[src/rtl/pwm_regs_pkg.sv]
// Register map, channel block geometry and bit positions shared by the PWM
// register file and its per-channel slices.
package pwm_regs_pkg;

    localparam int unsigned CH_BASE   = 16;
    localparam int unsigned CH_STRIDE = 8;

    typedef enum logic [2:0] {
        REG_PERIOD_L = 3'd0,
        REG_PERIOD_H = 3'd1,
        REG_CTRL     = 3'd2,
        REG_PRESCALE = 3'd3,
        REG_CNT_L    = 3'd4,
        REG_CNT_H    = 3'd5,
        REG_STATUS   = 3'd6,
        REG_IRQ_EN   = 3'd7
    } glb_reg_e;

    typedef enum logic [2:0] {
        CHR_CMP1_L = 3'd0,
        CHR_CMP1_H = 3'd1,
        CHR_CMP2_L = 3'd2,
        CHR_CMP2_H = 3'd3,
        CHR_FUNC   = 3'd4,
        CHR_CH_EN  = 3'd5
    } ch_reg_e;

    localparam int unsigned CTRL_EN_BIT   = 0;
    localparam int unsigned CTRL_UPND_BIT = 1;
    localparam int unsigned CTRL_CRST_BIT = 2;

    localparam int unsigned STAT_WRAP_BIT = 0;
    localparam int unsigned STAT_UPD_BIT  = 1;

    // Sticky status flag: a set on the same edge as a write-1-clear wins.
    function automatic logic w1c_next(input logic cur, input logic set, input logic clr);
        return set | (cur & ~clr);
    endfunction

endpackage

[src/rtl/pwm_chan_regs.sv]
// One PWM channel's registers: byte stage, shadow and active copies of
// CMP1/CMP2/FUNC/CH_EN, plus its slice of the read mux.
module pwm_chan_regs
    import pwm_regs_pkg::*;
#(
    parameter int unsigned CNT_W = 16
) (
    input  logic             clk,
    input  logic             rst_n,
    input  logic             sel,
    input  logic             write,
    input  logic [2:0]       offset,
    input  logic [7:0]       data_write,
    input  logic             xfer,
    output logic             commit,
    output logic [7:0]       data_read,
    output logic [CNT_W-1:0] compare1,
    output logic [CNT_W-1:0] compare2,
    output logic [7:0]       functions,
    output logic             pwm_en
);

    logic             wr;
    ch_reg_e          reg_sel;
    logic [7:0]       cmp1_stage, cmp2_stage;
    logic [CNT_W-1:0] cmp1_sh, cmp2_sh, cmp1_sh_d, cmp2_sh_d;
    logic [7:0]       func_sh, func_sh_d;
    logic             en_sh, en_sh_d;

    assign wr      = write & sel;
    assign reg_sel = ch_reg_e'(offset);

    // The shadow next-state feeds the active copy too, so a commit landing on
    // the transfer edge is carried straight through.
    always_comb begin
        cmp1_sh_d = cmp1_sh;
        cmp2_sh_d = cmp2_sh;
        func_sh_d = func_sh;
        en_sh_d   = en_sh;
        commit    = 1'b0;
        if (wr) begin
            case (reg_sel)
                CHR_CMP1_H: begin
                    cmp1_sh_d = {data_write[CNT_W-9:0], cmp1_stage};
                    commit    = 1'b1;
                end
                CHR_CMP2_H: begin
                    cmp2_sh_d = {data_write[CNT_W-9:0], cmp2_stage};
                    commit    = 1'b1;
                end
                CHR_FUNC: begin
                    func_sh_d = data_write;
                    commit    = 1'b1;
                end
                CHR_CH_EN: begin
                    en_sh_d = data_write[0];
                    commit  = 1'b1;
                end
                default: ;
            endcase
        end
    end

    always_ff @(posedge clk or negedge rst_n) begin
        if (!rst_n) begin
            cmp1_stage <= '0;
            cmp2_stage <= '0;
            cmp1_sh    <= '0;
            cmp2_sh    <= '0;
            func_sh    <= '0;
            en_sh      <= 1'b0;
            compare1   <= '0;
            compare2   <= '0;
            functions  <= '0;
            pwm_en     <= 1'b0;
        end else begin
            if (wr && reg_sel == CHR_CMP1_L) cmp1_stage <= data_write;
            if (wr && reg_sel == CHR_CMP2_L) cmp2_stage <= data_write;
            cmp1_sh <= cmp1_sh_d;
            cmp2_sh <= cmp2_sh_d;
            func_sh <= func_sh_d;
            en_sh   <= en_sh_d;
            if (xfer) begin
                compare1  <= cmp1_sh_d;
                compare2  <= cmp2_sh_d;
                functions <= func_sh_d;
                pwm_en    <= en_sh_d;
            end
        end
    end

    always_comb begin
        data_read = '0;
        if (sel) begin
            case (reg_sel)
                CHR_CMP1_L: data_read = cmp1_stage;
                CHR_CMP1_H: data_read = 8'(cmp1_sh[CNT_W-1:8]);
                CHR_CMP2_L: data_read = cmp2_stage;
                CHR_CMP2_H: data_read = 8'(cmp2_sh[CNT_W-1:8]);
                CHR_FUNC:   data_read = func_sh;
                CHR_CH_EN:  data_read = {7'd0, en_sh};
                default:    data_read = '0;
            endcase
        end
    end

endmodule

[src/rtl/pwm_regs_mc.sv]
// Multi-channel PWM register file: global timer registers, status/interrupt,
// and NCH channel slices, all double-buffered and swapped at counter wrap.
module pwm_regs_mc
    import pwm_regs_pkg::*;
#(
    parameter int unsigned NCH    = 4,
    parameter int unsigned CNT_W  = 16,
    parameter int unsigned ADDR_W = 8
) (
    input  logic                 clk,
    input  logic                 rst_n,
    input  logic                 read,
    input  logic                 write,
    input  logic [ADDR_W-1:0]    addr,
    input  logic [7:0]           data_write,
    output logic [7:0]           data_read,
    input  logic [CNT_W-1:0]     counter_val,
    input  logic                 counter_wrap,
    output logic [CNT_W-1:0]     period,
    output logic                 en,
    output logic                 count_reset,
    output logic                 upnotdown,
    output logic [7:0]           prescale,
    output logic [NCH-1:0]       pwm_en,
    output logic [8*NCH-1:0]     functions,
    output logic [CNT_W*NCH-1:0] compare1,
    output logic [CNT_W*NCH-1:0] compare2,
    output logic                 irq
);

    logic [ADDR_W-4:0] blk;
    logic              glb_sel, wr_glb;
    glb_reg_e          greg;

    logic [7:0]        period_stage;
    logic [CNT_W-1:0]  period_sh, period_sh_d;
    logic [7:0]        presc_sh, presc_sh_d;
    logic              glb_commit, commit_any, pending, xfer;
    logic [CNT_W-9:0]  cnt_snap;
    logic [1:0]        status, status_d, irq_en;
    logic              stat_clr_wr;

    logic [NCH-1:0]    ch_sel, ch_commit;
    logic [7:0]        ch_rdata [NCH];

    assign blk     = addr[ADDR_W-1:3];
    assign glb_sel = (blk == '0);
    assign greg    = glb_reg_e'(addr[2:0]);
    assign wr_glb  = write & glb_sel;

    always_comb begin
        period_sh_d = period_sh;
        presc_sh_d  = presc_sh;
        glb_commit  = 1'b0;
        if (wr_glb) begin
            case (greg)
                REG_PERIOD_H: begin
                    period_sh_d = {data_write[CNT_W-9:0], period_stage};
                    glb_commit  = 1'b1;
                end
                REG_PRESCALE: begin
                    presc_sh_d = data_write;
                    glb_commit = 1'b1;
                end
                default: ;
            endcase
        end
    end

    // Transfer at wrap (including a commit on that very edge), or on the edge
    // after a commit while the counter is stopped.
    assign commit_any = glb_commit | (|ch_commit);
    assign xfer       = (counter_wrap & (pending | commit_any)) | (~en & pending);

    assign stat_clr_wr = wr_glb && (greg == REG_STATUS);
    always_comb begin
        status_d                = status;
        status_d[STAT_WRAP_BIT] = w1c_next(status[STAT_WRAP_BIT], counter_wrap,
                                           stat_clr_wr & data_write[STAT_WRAP_BIT]);
        status_d[STAT_UPD_BIT]  = w1c_next(status[STAT_UPD_BIT], xfer,
                                           stat_clr_wr & data_write[STAT_UPD_BIT]);
    end

    always_ff @(posedge clk or negedge rst_n) begin
        if (!rst_n) begin
            period_stage <= '0;
            period_sh    <= '0;
            period       <= '0;
            presc_sh     <= '0;
            prescale     <= '0;
            en           <= 1'b0;
            upnotdown    <= 1'b0;
            count_reset  <= 1'b0;
            pending      <= 1'b0;
            cnt_snap     <= '0;
            status       <= '0;
            irq_en       <= '0;
            irq          <= 1'b0;
        end else begin
            if (wr_glb && greg == REG_PERIOD_L) period_stage <= data_write;
            period_sh <= period_sh_d;
            presc_sh  <= presc_sh_d;
            if (xfer) begin
                period   <= period_sh_d;
                prescale <= presc_sh_d;
            end
            pending <= xfer ? 1'b0 : (pending | commit_any);

            count_reset <= wr_glb && (greg == REG_CTRL) && data_write[CTRL_CRST_BIT];
            if (wr_glb && greg == REG_CTRL) begin
                en        <= data_write[CTRL_EN_BIT];
                upnotdown <= data_write[CTRL_UPND_BIT];
            end
            if (wr_glb && greg == REG_IRQ_EN) irq_en <= data_write[1:0];

            if (read && glb_sel && greg == REG_CNT_L) cnt_snap <= counter_val[CNT_W-1:8];

            status <= status_d;
            irq    <= |(status & irq_en);
        end
    end

    for (genvar c = 0; c < NCH; c++) begin : g_ch
        localparam int unsigned BLK = (CH_BASE + c * CH_STRIDE) >> 3;
        assign ch_sel[c] = (blk == (ADDR_W-3)'(BLK));

        pwm_chan_regs #(
            .CNT_W (CNT_W)
        ) u_chan (
            .clk        (clk),
            .rst_n      (rst_n),
            .sel        (ch_sel[c]),
            .write      (write),
            .offset     (addr[2:0]),
            .data_write (data_write),
            .xfer       (xfer),
            .commit     (ch_commit[c]),
            .data_read  (ch_rdata[c]),
            .compare1   (compare1[c*CNT_W +: CNT_W]),
            .compare2   (compare2[c*CNT_W +: CNT_W]),
            .functions  (functions[c*8 +: 8]),
            .pwm_en     (pwm_en[c])
        );
    end

    always_comb begin
        data_read = '0;
        if (read) begin
            if (glb_sel) begin
                case (greg)
                    REG_PERIOD_L: data_read = period_stage;
                    REG_PERIOD_H: data_read = 8'(period_sh[CNT_W-1:8]);
                    REG_CTRL:     data_read = {6'd0, upnotdown, en};
                    REG_PRESCALE: data_read = presc_sh;
                    REG_CNT_L:    data_read = counter_val[7:0];
                    REG_CNT_H:    data_read = 8'(cnt_snap);
                    REG_STATUS:   data_read = {6'd0, status};
                    REG_IRQ_EN:   data_read = {6'd0, irq_en};
                    default:      data_read = '0;
                endcase
            end
            for (int unsigned i = 0; i < NCH; i++) data_read = data_read | ch_rdata[i];
        end
    end

endmodule
[config.mk]
export PLATFORM = sky130hd
export DESIGN_NAME = pwm_regs_mc
export DESIGN_NICKNAME = d
export VERILOG_FILES = /design/src/rtl/pwm_regs_pkg.sv /design/src/rtl/pwm_chan_regs.sv /design/src/rtl/pwm_regs_mc.sv
export SDC_FILE = /design/constraint.sdc
export NUM_CORES = 1
export LEC_CHECK = 0
export ABC_CLOCK_PERIOD_IN_PS = 5500
export CAP_MARGIN = 20
export CORE_UTILIZATION = 30
export DETAILED_ROUTE_END_ITERATION = 10
export PLACE_DENSITY_LB_ADDON = 0.2
export RECOVER_POWER = 25
export SETUP_SLACK_MARGIN = 0.2
export SYNTH_ARGS = -nofsm -noshare
export SYNTH_HDL_FRONTEND = slang
export SYNTH_HIERARCHICAL = 1
export SYNTH_SLANG_ARGS = --single-unit
[constraint.sdc]
create_clock -name clk -period 5.5 [get_ports clk]
set_input_delay 1.65 -clock clk [delete_from_list [all_inputs] [get_ports clk]]
set_output_delay 1.65 -clock clk [all_outputs]
set_load 0.05 [all_outputs]
==> results of run 1 <==
cells in the final DEF (no fill, tap or decap), types with 4 or more instances in the layout:
cell type / instances
buf_12: 14
clkinv_2: 5
nand3_1: 13
a32oi_1: 4
mux2_4: 52
and2_1: 8
buf_2: 6
o221ai_1: 5
a22oi_2: 4
o41ai_1: 4
dfrtp_1: 465
clkdlybuf4s50_1: 215
clkinvlp_4: 4
bufinv_16: 6
nor2_1: 48
nand2b_1: 11
o21ai_0: 14
clkbuf_1: 7
and2_4: 5
nor2b_1: 12
clkbuf_16: 57
clkbuf_8: 14
buf_4: 61
or2_2: 28
a22oi_1: 28
a211oi_1: 7
mux2_2: 409
nand2_1: 47
o21a_1: 28
and3b_1: 4
mux2i_1: 38
nor3_2: 6
nor2_2: 5
nor3_4: 4
a21oi_1: 35
worst max-delay path: cells and delay by family:
| family | cells | cell delay (ns) |
|---|---|---|
| AOI/OAI and AO/OA | 3 | 0.86 |
| buffers and inverters | 3 | 0.57 |
| and+or+nand+nor | 3 | 0.55 |
worst paths after layout:
check	depth (start not counted)	from	end
setup reg to reg	6	pending$_DFF_PN0_	g_ch[3].u_chan/compare1[14]$_DFFE_PN0P_
setup / recovery	9	addr[0]	data_read[5]
min in group asynchronous	1	rst_n	g_ch[0].u_chan/cmp1_sh[11]$_DFF_PN0_
hold / removal	1	period_sh[5]$_DFF_PN0_	period_sh[5]$_DFF_PN0_
max in group asynchronous	2	rst_n	g_ch[1].u_chan/cmp1_sh[11]$_DFF_PN0_
hold reg to reg	1	period_sh[5]$_DFF_PN0_	period_sh[5]$_DFF_PN0_
power by group through the flow:
stage / combinational [mW] / sequential, mW / clock, mW
2_1_floorplan: 0.816 / 4.59 / 0
3_3_place_gp: 2.29 / 3.95 / 0
3_5_place_dp: 2.30 / 3.96 / 0
4_1_cts: 2.30 / 3.90 / 3.92
5_1_grt: 2.39 / 3.93 / 4.05
6_report: 2.27 / 3.89 / 3.80
metal layers:
| layer | part of all wire (%) | wire length, µm | up-vias | global-route usage, % |
|---|---|---|---|---|
| li1 | - | - | 5627 | - |
| met1 | 47 | 28100 | 6423 | 24.9 |
| met2 | 46 | 27800 | 292 | 28.3 |
| met3 | 5.3 | 3190 | 66 | 3.66 |
| met4 | 1.6 | 957 | 4 | 3.56 |
| met5 | 0.035 | 21 | - | 0 |
cells by family after synthesis:
| logic type | after synthesis |
|---|---|
| muxes | 501 |
| DFF | 465 |
| and+or+nand+nor | 206 |
| AOI/OAI and AO/OA | 146 |
| buffers and inverters | 85 |
flip-flops by register name, summed over array words and instances (netlist names):
| register | flops |
|---|---|
| cnt_snap | 8 |
| count_reset | 1 |
| en | 1 |
| g_ch.u_chan/cmp1_sh | 64 |
| g_ch.u_chan/cmp1_stage | 32 |
| g_ch.u_chan/cmp2_sh | 64 |
| g_ch.u_chan/cmp2_stage | 32 |
| g_ch.u_chan/compare1 | 64 |
| g_ch.u_chan/compare2 | 64 |
| g_ch.u_chan/en_sh | 4 |
| g_ch.u_chan/func_sh | 32 |
| g_ch.u_chan/functions | 32 |
| g_ch.u_chan/pwm_en | 4 |
| irq | 1 |
| irq_en | 2 |
| pending | 1 |
| period | 16 |
| period_sh | 16 |
| period_stage | 8 |
| presc_sh | 8 |
| prescale | 8 |
| status | 2 |
| upnotdown | 1 |
cell type report:
type                    instances  area (µm²)  area share, %
flip-flops and latches        465       11600           45.4
multi-input cells             853        7990           31.2
repair buffers                308        3010           11.7
clock buffers                  75        1630           6.38
well taps                     864        1080           4.22
clock inverters                18         262           1.02
inverters                       3        11.3         0.0440
stage by stage:
step | setup TNS (ns) | cell area, µm² | instances
final | 0 | 25600 | 2586
after global routing | 0 | 25600 | 2586
after CTS | 0 | 25600 | 2586
after detailed placement | -0.0133 | 23700 | 2493
after global placement | 0 | 23700 | 2493
after floorplan | 0 | 20100 | 1403
repair_timing:
item | CTS | global route
endpoints found under the setup margin | 8 | 7
pin swaps | 0 | 1
gates resized for setup | 10 | 14
hold buffers | 0 | 0
setup buffers | 0 | 0
==> metrics.md, run 1 <==
| Metric | Value |
|---|---|
| Outcome | `complete, but fails checks` |
| Failing checks | `DRC, capacitance limit, slew limit` |
| Cell taking the most area after synthesis | `dfrtp_1` |
| Dpl hpwl | `41700 µm` |
| RSZ-0062 raised after global routing | `true` |
| Vias in the first global route | `13278` |
| Reg clk slew, reported paths | `0.06 ns` |
| Syn Nets | `1440` |
| Post-Synth XOR/XNOR Area | `0%` |
| Post-synth EDFFs | `0` |
| Crit end category | `output pin` |
| Synth top area share | `58.0%` |
| Largest net degree at the start of global routing | `97` |
| Detailed-route via count | `12412` |
| Initial Utilization | `30.4%` |
| Clock Tree Buf Depth | `3` |
| P_leak | `11.9 nW` |
| PD cells | `389 nW/µm²` |
| DP Worst Slack | `-0.0133 ns` |
| Post-Route WL | `60100 µm` |
| Post-route ant nets | `0` |
| Final core occ | `38.8%` |
| Worst-case clock skew | `0.0140 ns` |
| Post-synthesis compound-gate area fraction | `4.97%` |
| GRT overflow | `0` |
| Sw frac | `30.8%` |
| CTS Buf Count | `54` |
| Die height | `261 µm` |
| Critical Path, Cell by Cell | `buf_4 -> nor2b_1 -> buf_4 -> a22oi_1 -> nor2_1 -> o21a_1 -> o41ai_1 -> nand2_1 -> buf_12` |
| Synth top area cells | `dfrtp_1 58%, mux2_2 23%, mux2_4 3.9%, mux2i_1 1.9%, a22oi_1 1.2%` |
| # DRC | `37` |
| Setup CP Type | `in -> out` |
| Port Buf Inserts | `236` |
| Ys async rst share | `100%` |
| Worst path required time | `3.85 ns` |
| Yosys cell types | `48` |
| DRT iter0 DRCs | `792` |
| Slew HR | `-71.8%` |
| Final WS setup | `0.212 ns` |
| Max incr delay on CP | `0.34 ns` |
| Fillers | `6219` |
| Initial antenna violation count | `2` |
| Crit path launch type | `input pin` |
| CP Max Fanout | `17` |
| Die Width | `261 µm` |
| Largest family of logic cells by synthesized area | `multiplexers` |
| CTS tree | `built` |
| CP dominant cell by count | `buf_4` |
| Tcrit/Tclk final | `96.1%` |
| Switching power total | `3.06 mW` |
| Fin. Hold Viols | `0` |
| Number of I/O pins | `237` |
| H-Tree Depth | `2` |
| Tightest Pin Transition | `2.58 ns` |
| Syn Area/Cell | `14.3 µm²` |
| Root Driver | `clkbuf_16` |
| Worst Hold Class | `reg -> reg` |
| Routability cong. | `0.864` |
| Post-synthesis cell count | `1403` |
| Clock power share | `38.1%` |
| Placeable core area | `66000 µm²` |
| Total clock sinks | `465` |
| Final setup viols | `0` |
| Skew-Pair Late Insertion Delay | `0.60 ns` |
| Synth Warn # | `6` |
| Via/cell ratio | `4.80` |
| Total power | `9.96 mW` |
| First-pass GRT wire length | `89600 µm` |
| Adder-cell share of the synthesized area | `0%` |
| Flop pwr share | `39.1%` |
| Row count | `94` |
| Mux cell area share after synthesis | `28.9%` |
| Mapped cell area | `20100 µm²` |
| Routed len/inst | `23.2 µm` |
| N_diodes | `0` |
| Max-Cap Viols | `2` |
| CP arrival | `3.64 ns` |
| Worst path slowest cell | `o41ai_1` |
| Layout cells sized above 1 | `40.6%` |
| Synth top cells by count | `465 x dfrtp_1, 409 x mux2_2, 52 x mux2_4` |
| Die ar. | `68000 µm²` |
| Worst reg2reg setup slack | `3.64 ns` |
| P_int | `6.90 mW` |
| Peak supply drop | `0.000260 V` |
| Max Fclk | `0.189 GHz` |
| Hold slack | `0.493 ns` |
| Most common cell in the synthesized netlist | `dfrtp_1` |
| Max-slew violation count | `125` |
| Synth Flop Type | `dfrtp_1` |
| Fraction of the mapped netlist area in simple logic gates | `5.58%` |
| # nets final | `1722` |
| Final min period | `5.29 ns` |
| Area Overhead vs Synth | `27.6%` |
| Router iterations before antenna repair | `10` |
| FF+latch count, synth | `465` |
| GRT Util Overall | `17.8%` |
| Combinational Power Share | `22.8%` |
| Seq/Total Area, Yosys | `58.0%` |
No activity file was read; power rests on OpenSTA's default activity.
==> run 2: changes to the inputs <==
--- a/config.mk
+++ b/config.mk
@@ -5,11 +5,10 @@
 export SDC_FILE = /design/constraint.sdc
 export NUM_CORES = 1
 export LEC_CHECK = 0
-export ABC_CLOCK_PERIOD_IN_PS = 5500
+export ABC_CLOCK_PERIOD_IN_PS = 6480
 export CAP_MARGIN = 20
 export CORE_UTILIZATION = 30
 export DETAILED_ROUTE_END_ITERATION = 10
-export PLACE_DENSITY_LB_ADDON = 0.2
 export RECOVER_POWER = 25
 export SETUP_SLACK_MARGIN = 0.2
 export SYNTH_ARGS = -nofsm -noshare
==> constraint.sdc (replaced) <==
create_clock -name clk -period 6.48 [get_ports clk]
set_input_delay 1.944 -clock clk [delete_from_list [all_inputs] [get_ports clk]]
set_output_delay 1.944 -clock clk [all_outputs]
set_load 0.05 [all_outputs]
==> run 2 against run 1 <==
The run still ends with DRC, capacitance limit, slew limit left. Combinational power fell by 15%. Critical path depth did not move. Via count rose by 1.5%. Register-to-register slack improved by 1.0 ns. Non-clock buffer count fell by 38. Clock skew fell by 0.0021 ns. First-iteration DRC count rose by 20%. Highest routed layer unchanged.
==> metrics.md, run 2 (synthesized netlist as in run 1, its figures left out) <==
| Metric | Value |
|---|---|
| Max-Cap Viols | `3 (was 2)` |
| Max incr delay on CP | `0.53 ns (was 0.34 ns)` |
| Hold slack | `0.494 ns (was 0.493 ns)` |
| Setup CP Type | `in -> out (unchanged)` |
| Root Driver | `clkbuf_16 (unchanged)` |
| Post-CTS Setup Inserts | `0 (unchanged)` |
| Vias in the first global route | `13079 (was 13278)` |
| Failing checks | `DRC, capacitance limit, slew limit (unchanged)` |
| Final TNS setup | `0 ns (unchanged)` |
| Worst r2r path cells | `6 (unchanged)` |
| PD cells | `326 nW/µm² (was 389 nW/µm²)` |
| Routability cong. | `0.868 (was 0.864)` |
| Dpl hpwl | `40700 µm (was 41700 µm)` |
| Worst path slowest cell | `clkdlybuf4s50_1 (was o41ai_1)` |
| Max Fclk | `0.164 GHz` |
| Most frequent cells in the layout | `465 x dfrtp_1, 409 x mux2_2, 222 x clkdlybuf4s50_1 (was 465 x dfrtp_1, 409 x mux2_2, 215 x clkdlybuf4s50_1)` |
| P_leak | `11.7 nW (was 11.9 nW)` |
| Commonest non-fill, non-tap cell in the layout | `dfrtp_1 (unchanged)` |
| Router iterations before antenna repair | `8 (was 10)` |
| H-Tree Depth | `2 (unchanged)` |
| GRT overflow | `0 (unchanged)` |
| Setup crit end | `data_read[3] (was data_read[5])` |
| Slew HR | `-104% (was -71.8%)` |
| FF-to-FF End | `g_ch[0].u_chan/compare2[0]$_DFFE_PN0P_ (was g_ch[3].u_chan/compare1[14]$_DFFE_PN0P_)` |
| Crit end category | `output pin (unchanged)` |
| Switching power total | `2.53 mW (was 3.06 mW)` |
| Via/cell ratio | `4.95 (was 4.80)` |
| RSZ-0062 raised after global routing | `false (was true)` |
| Tightest Pin Transition | `3.06 ns (was 2.58 ns)` |
| Final min period | `6.11 ns` |
| GRT Util Overall | `17.2% (was 17.8%)` |
| Largest net degree at the start of global routing | `120 (was 97)` |
| # nets final | `1680 (was 1722)` |
| Die height | `261 µm (unchanged)` |
| Register area | `11600 µm² (unchanged)` |
| CP arrival | `4.17 ns (was 3.64 ns)` |
| Crit path launch type | `input pin (unchanged)` |
| DP Worst Slack | `0.345 ns (was -0.0133 ns)` |
| Worst path bufs/invs | `3 (unchanged)` |
| Area of the multi-input gates | `7940 µm² (was 7990 µm²)` |
| # DRC | `68 (was 37)` |
| Row count | `94 (unchanged)` |
| CTS hold repair buffers | `0 (unchanged)` |
| Tcrit/Tclk final | `94.3%` |
| Worst Hold Class | `reg -> reg (unchanged)` |
| CP Launch Point | `addr[6] (was addr[0])` |
| R2R Path Start | `pending$_DFF_PN0_ (unchanged)` |
| Combinational Power Share | `23.5% (was 22.8%)` |
| Die Width | `261 µm (unchanged)` |
| Initial antenna violation count | `2 (unchanged)` |
| CP dominant cell by count | `nand2_1 (was buf_4)` |
| Critical Path Stages | `9 (unchanged)` |
| Clock Tree Buf Depth | `3 (unchanged)` |
| Crit path max-delay family | `simple AND/OR/NAND/NOR gates (was compound AO/OA/AOI/OAI gates)` |
| Placeable core area | `66000 µm² (unchanged)` |
| Final WS setup | `0.370 ns (was 0.212 ns)` |
| Skew-Pair Late Insertion Delay | `0.59 ns (was 0.60 ns)` |
| Total power | `8.20 mW (was 9.96 mW)` |
| Routed len/inst | `22.8 µm (was 23.2 µm)` |
| CTS tree | `built (unchanged)` |
| Max-slew violation count | `177 (was 125)` |
| Worst-case clock skew | `0.0119 ns (was 0.0140 ns)` |
| CP Max Fanout | `8 (was 17)` |
| Layout cells sized above 1 | `38.0% (was 40.6%)` |
| Initial Utilization | `30.4% (unchanged)` |
| Post-route ant nets | `0 (unchanged)` |
| Final setup viols | `0 (unchanged)` |
| Worst path required time | `4.54 ns (was 3.85 ns)` |
| Worst reg2reg setup slack | `4.65 ns (was 3.64 ns)` |
| First-pass GRT wire length | `87200 µm (was 89600 µm)` |
| Fin. Hold Viols | `0 (unchanged)` |
| Total clock sinks | `465 (unchanged)` |
| P_int | `5.67 mW (was 6.90 mW)` |
| Die ar. | `68000 µm² (unchanged)` |
| Number of I/O pins | `237 (unchanged)` |
| CTS Buf Count | `50 (was 54)` |
| Detailed-route via count | `12592 (was 12412)` |
| Flop pwr share | `40.0% (was 39.1%)` |
| DRT iter0 DRCs | `949 (was 792)` |
| Sw frac | `30.9% (was 30.8%)` |
| Reg clk slew, reported paths | `0.06 ns (about the same)` |
| Critical Path, Cell by Cell | `clkdlybuf4s50_1 -> nor2_1 -> nand2_1 -> nor3_1 -> buf_4 -> o21a_1 -> o41ai_2 -> nand2_1 -> buf_12 (was buf_4 -> nor2b_1 -> buf_4 -> a22oi_1 -> nor2_1 -> o21a_1 -> o41ai_1 -> nand2_1 -> buf_12)` |
| Port Buf Inserts | `236 (unchanged)` |
| Outcome | `complete, but fails checks (unchanged)` |
| Post-Route WL | `58100 µm (was 60100 µm)` |
| Clock power share | `36.4% (was 38.1%)` |
| Peak supply drop | `0.000227 V (was 0.000260 V)` |
| Area Overhead vs Synth | `25.3% (was 27.6%)` |
| Fillers | `6194 (was 6219)` |
==> run 2: timing repair <==
item / CTS / global route
endpoints found under the setup margin: 0 / 2
endpoints found under the hold margin: 0 / 0
resized for setup: 0 / 4
==> run 2: power by group through the flow <==
stage,clock network [mW],registers (mW),logic [mW]
floorplan,0,3.89,0.693
global placement,0,3.33,1.94
detailed placement,0,3.33,1.96
CTS,3.08,3.29,1.96
global route,3.18,3.31,2.02
finish,2.99,3.28,1.93
==> run 2: cell type report <==
cell class / instances / share of cell area (%)
Antenna cell: 1 / 0.00995
Clock buffer: 72 / 5.99
Clock inverter: 17 / 0.890
Inverter: 3 / 0.0448
Multi-Input combinational cell: 853 / 31.6
Sequential cell: 465 / 46.3
Tap cell: 864 / 4.30
Timing Repair Buffer: 270 / 10.9
==> run 2: worst min path at each step <==
stage | start | endpoint | cells past startpoint
2_1_floorplan | period_stage[2]$_DFFE_PN0P_ | period_stage[2]$_DFFE_PN0P_ | 2
3_3_place_gp | status[0]$_DFF_PN0_ | status[0]$_DFF_PN0_ | 1
3_5_place_dp | g_ch[2].u_chan/cmp2_sh[2]$_DFF_PN0_ | g_ch[2].u_chan/cmp2_sh[2]$_DFF_PN0_ | 1
4_1_cts | g_ch[1].u_chan/cmp1_sh[0]$_DFF_PN0_ | g_ch[1].u_chan/cmp1_sh[0]$_DFF_PN0_ | 1
5_1_grt | g_ch[1].u_chan/cmp1_sh[7]$_DFF_PN0_ | g_ch[1].u_chan/cmp1_sh[7]$_DFF_PN0_ | 1
6_report | g_ch[2].u_chan/cmp2_sh[4]$_DFF_PN0_ | g_ch[2].u_chan/cmp2_sh[4]$_DFF_PN0_ | 1
==> run 2: metal layers <==
metal / global-route usage [%] / vias to the layer above / wire, µm
li1: - / 5513 / -
met1: 24.5 / 6625 / 26800
met2: 26.8 / 383 / 27000
met3: 3.15 / 69 / 3230
met4: 4.42 / 2 / 1010
met5: 0 / - / 17
==> run 2: stage by stage <==
step | std cells | utilization, % | instance area, µm²
after CTS | 2544 | 38.2 | 25200
after floorplan | 1403 | - | 20100
after detailed placement | 2455 | 35.5 | 23400
final | 2545 | 38.1 | 25200
after global routing | 2544 | 38.1 | 25200
after global placement | 2455 | 35.5 | 23400
==> run 3: changes to the inputs <==
--- a/config.mk
+++ b/config.mk
@@ -8,8 +8,9 @@
 export ABC_CLOCK_PERIOD_IN_PS = 6480
 export CAP_MARGIN = 20
 export CORE_UTILIZATION = 30
+export CTS_BUF_LIST = sky130_fd_sc_hd__clkbuf_16
 export DETAILED_ROUTE_END_ITERATION = 10
-export RECOVER_POWER = 25
+export RECOVER_POWER = 50
 export SETUP_SLACK_MARGIN = 0.2
 export SYNTH_ARGS = -nofsm -noshare
 export SYNTH_HDL_FRONTEND = slang
==> run 3 against run 2 <==
The flow still finishes with violations (DRC, capacitance limit, slew limit). Largest power group unchanged. Die area unchanged. Sequential cell count did not move. Register-to-register slack worse by 0.03 ns.
==> metrics.md, run 3 (synthesized netlist as in run 1, its figures left out) <==
| Metric | Value |
|---|---|
| Worst path required time | `4.54 ns (about the same)` |
| Layer with the highest usage | `met2 (unchanged)` |
| Worst reg2reg setup slack | `4.62 ns (was 4.65 ns)` |
| Placeable core area | `66000 µm² (unchanged)` |
| Via/cell ratio | `4.92 (was 4.95)` |
| FF-to-FF End | `g_ch[0].u_chan/compare2[1]$_DFFE_PN0P_ (was g_ch[0].u_chan/compare2[0]$_DFFE_PN0P_)` |
| Root Driver | `clkbuf_16 (unchanged)` |
| Row count | `94 (unchanged)` |
| Worst Hold Class | `reg -> reg (unchanged)` |
| Routed len/inst | `22.8 µm (about the same)` |
| Dpl hpwl | `40700 µm (unchanged)` |
| Tcrit/Tclk final | `97.2% (was 94.3%)` |
| Initial antenna violation count | `2 (unchanged)` |
| # DRC | `68 (unchanged)` |
| R2R Path Start | `pending$_DFF_PN0_ (unchanged)` |
| Area of the multi-input gates | `7860 µm² (was 7940 µm²)` |
| Die height | `261 µm (unchanged)` |
| Worst hold path cell count | `1 (unchanged)` |
| DP Worst Slack | `0.345 ns (unchanged)` |
| Commonest non-fill, non-tap cell in the layout | `dfrtp_1 (unchanged)` |
| P_leak | `11.7 nW (about the same)` |
| Worst path slowest cell | `dlygate4sd3_1 (was clkdlybuf4s50_1)` |
| Tightest Pin Transition | `3.02 ns (was 3.06 ns)` |
| Vias in the first global route | `13066 (was 13079)` |
| Hold path startpoint | `g_ch[1].u_chan/cmp1_sh[0]$_DFF_PN0_ (was g_ch[2].u_chan/cmp2_sh[4]$_DFF_PN0_)` |
| Outcome | `complete, but fails checks (unchanged)` |
| Post-Route WL | `58000 µm (was 58100 µm)` |
| Final core occ | `37.8% (was 38.1%)` |
| Initial Utilization | `30.4% (unchanged)` |
| Final min period | `6.30 ns (was 6.11 ns)` |
| M3 GR Usage | `3.13% (was 3.15%)` |
| CTS Buf Count | `50 (unchanged)` |
| Peak supply drop | `0.000225 V (was 0.000227 V)` |
| CP arrival | `4.35 ns (was 4.17 ns)` |
| DRT iter0 DRCs | `926 (was 949)` |
| Layout cells sized above 1 | `35.8% (was 38.0%)` |
| Final TNS setup | `0 ns (unchanged)` |
| Skew-Pair Late Insertion Delay | `0.59 ns (about the same)` |
| PD cells | `322 nW/µm² (was 326 nW/µm²)` |
| Max Fclk | `0.159 GHz (was 0.164 GHz)` |
| H-Tree Depth | `2 (unchanged)` |
| Fillers | `6233 (was 6194)` |
| Crit path max-delay family | `buffers and inverters (was simple AND/OR/NAND/NOR gates)` |
| Critical Path, Cell by Cell | `dlygate4sd3_1 -> nor2_1 -> nand2_1 -> nor3_1 -> clkbuf_1 -> o21a_1 -> nor4_1 -> a21boi_0 -> buf_4 -> buf_12 (was clkdlybuf4s50_1 -> nor2_1 -> nand2_1 -> nor3_1 -> buf_4 -> o21a_1 -> o41ai_2 -> nand2_1 -> buf_12)` |
| Crit path launch type | `input pin (unchanged)` |
| Failing checks | `DRC, capacitance limit, slew limit (unchanged)` |
| Final WS setup | `0.184 ns (was 0.370 ns)` |
| Setup CP Type | `in -> out (unchanged)` |
| RSZ-0062 raised after global routing | `false (unchanged)` |
| Die ar. | `68000 µm² (unchanged)` |
| Crit end category | `output pin (unchanged)` |
| GR Util met2 | `26.7% (was 26.8%)` |
| # nets final | `1680 (unchanged)` |
| Total clock sinks | `465 (unchanged)` |
| Worst r2r path cells | `6 (unchanged)` |
| Routability cong. | `0.868 (unchanged)` |
| Max incr delay on CP | `0.67 ns (was 0.53 ns)` |
| CTS tree | `built (unchanged)` |
| Max-slew violation count | `297 (was 177)` |
| Reg clk slew, reported paths | `0.06 ns (about the same)` |
| Met1 usage | `24.5% (about the same)` |
| Worst-case clock skew | `0.0118 ns (was 0.0119 ns)` |
| Worst path bufs/invs | `4 (was 3)` |
| Post-route ant nets | `0 (unchanged)` |
| Detailed-route via count | `12523 (was 12592)` |
| First-pass GRT wire length | `87100 µm (was 87200 µm)` |
| Hold endpoint | `g_ch[1].u_chan/cmp1_sh[0]$_DFF_PN0_ (was g_ch[2].u_chan/cmp2_sh[4]$_DFF_PN0_)` |
| GRT Util Overall | `17.2% (about the same)` |
| Max-Cap Viols | `4 (was 3)` |
| Clock Tree Buf Depth | `3 (unchanged)` |
| Die Width | `261 µm (unchanged)` |
| Final setup viols | `0 (unchanged)` |
| Register area | `11600 µm² (unchanged)` |
| Most frequent cells in the layout | `465 x dfrtp_1, 408 x mux2_2, 185 x clkdlybuf4s50_1 (was 465 x dfrtp_1, 409 x mux2_2, 222 x clkdlybuf4s50_1)` |
| Slew HR | `-102% (was -104%)` |
| GRT overflow | `0 (unchanged)` |
| Port Buf Inserts | `236 (unchanged)` |
| Router iterations before antenna repair | `8 (unchanged)` |
| Largest net degree at the start of global routing | `120 (unchanged)` |
| Area Overhead vs Synth | `24.3% (was 25.3%)` |
| Number of I/O pins | `237 (unchanged)` |
| Fin. Hold Viols | `0 (unchanged)` |
| CP Max Fanout | `11 (was 8)` |
-- run 3: repair_timing --
action,CTS,global route
gates resized for setup,0,4
endpoints found under the setup margin,0,2
hold buffers,0,0
buffers inserted,0,0
-- run 3: worst max path at each step --
| stage | cells after the start | start | endpoint | slack [ns] |
|---|---|---|---|---|
| final | 10 | addr[4] | data_read[6] | 0.18 |
| after global placement | 10 | addr[0] | data_read[6] | 0.41 |
| after floorplan | 7 | addr[0] | data_read[2] | 0.61 |
| after CTS | 10 | addr[0] | data_read[6] | 0.34 |
| after global routing | 10 | addr[4] | data_read[6] | 0.11 |
| after detailed placement | 10 | addr[0] | data_read[6] | 0.35 |
-- run 3: metrics by stage --
step	total power, mW	area [µm²]	cells	hold slack, ns
floorplan	4.59	20100	1403	0.461
CTS	8.18	25100	2544	0.498
detailed placement	5.29	23400	2455	0.485
finish	8.04	24900	2546	0.494
global route	8.35	24900	2544	0.507
global placement	5.27	23400	2455	0.480
-- run 3: metal layers --
metal	wire length, µm	vias to the layer above
met5	17	-
met4	1050	2
met3	3250	71
met2	27100	373
met1	26600	6560
li1	-	5517
-- run 3: power breakdown --
group          switching, mW  internal (mW)  leakage, nW
registers              0.144           3.14         6.43
logic                   1.21          0.703         4.48
clock network           1.18           1.66        0.816
total                   2.53           5.51         11.7
-- run 3: cell type report --
cell class | instances | area share, %
clock inverters | 36 | 1.18
clock buffers | 53 | 5.32
repair buffers | 270 | 10.9
diodes | 2 | 0.0201
inverters | 3 | 0.0451
flip-flops and latches | 465 | 46.6
multi-input cells | 853 | 31.5
well taps | 864 | 4.33
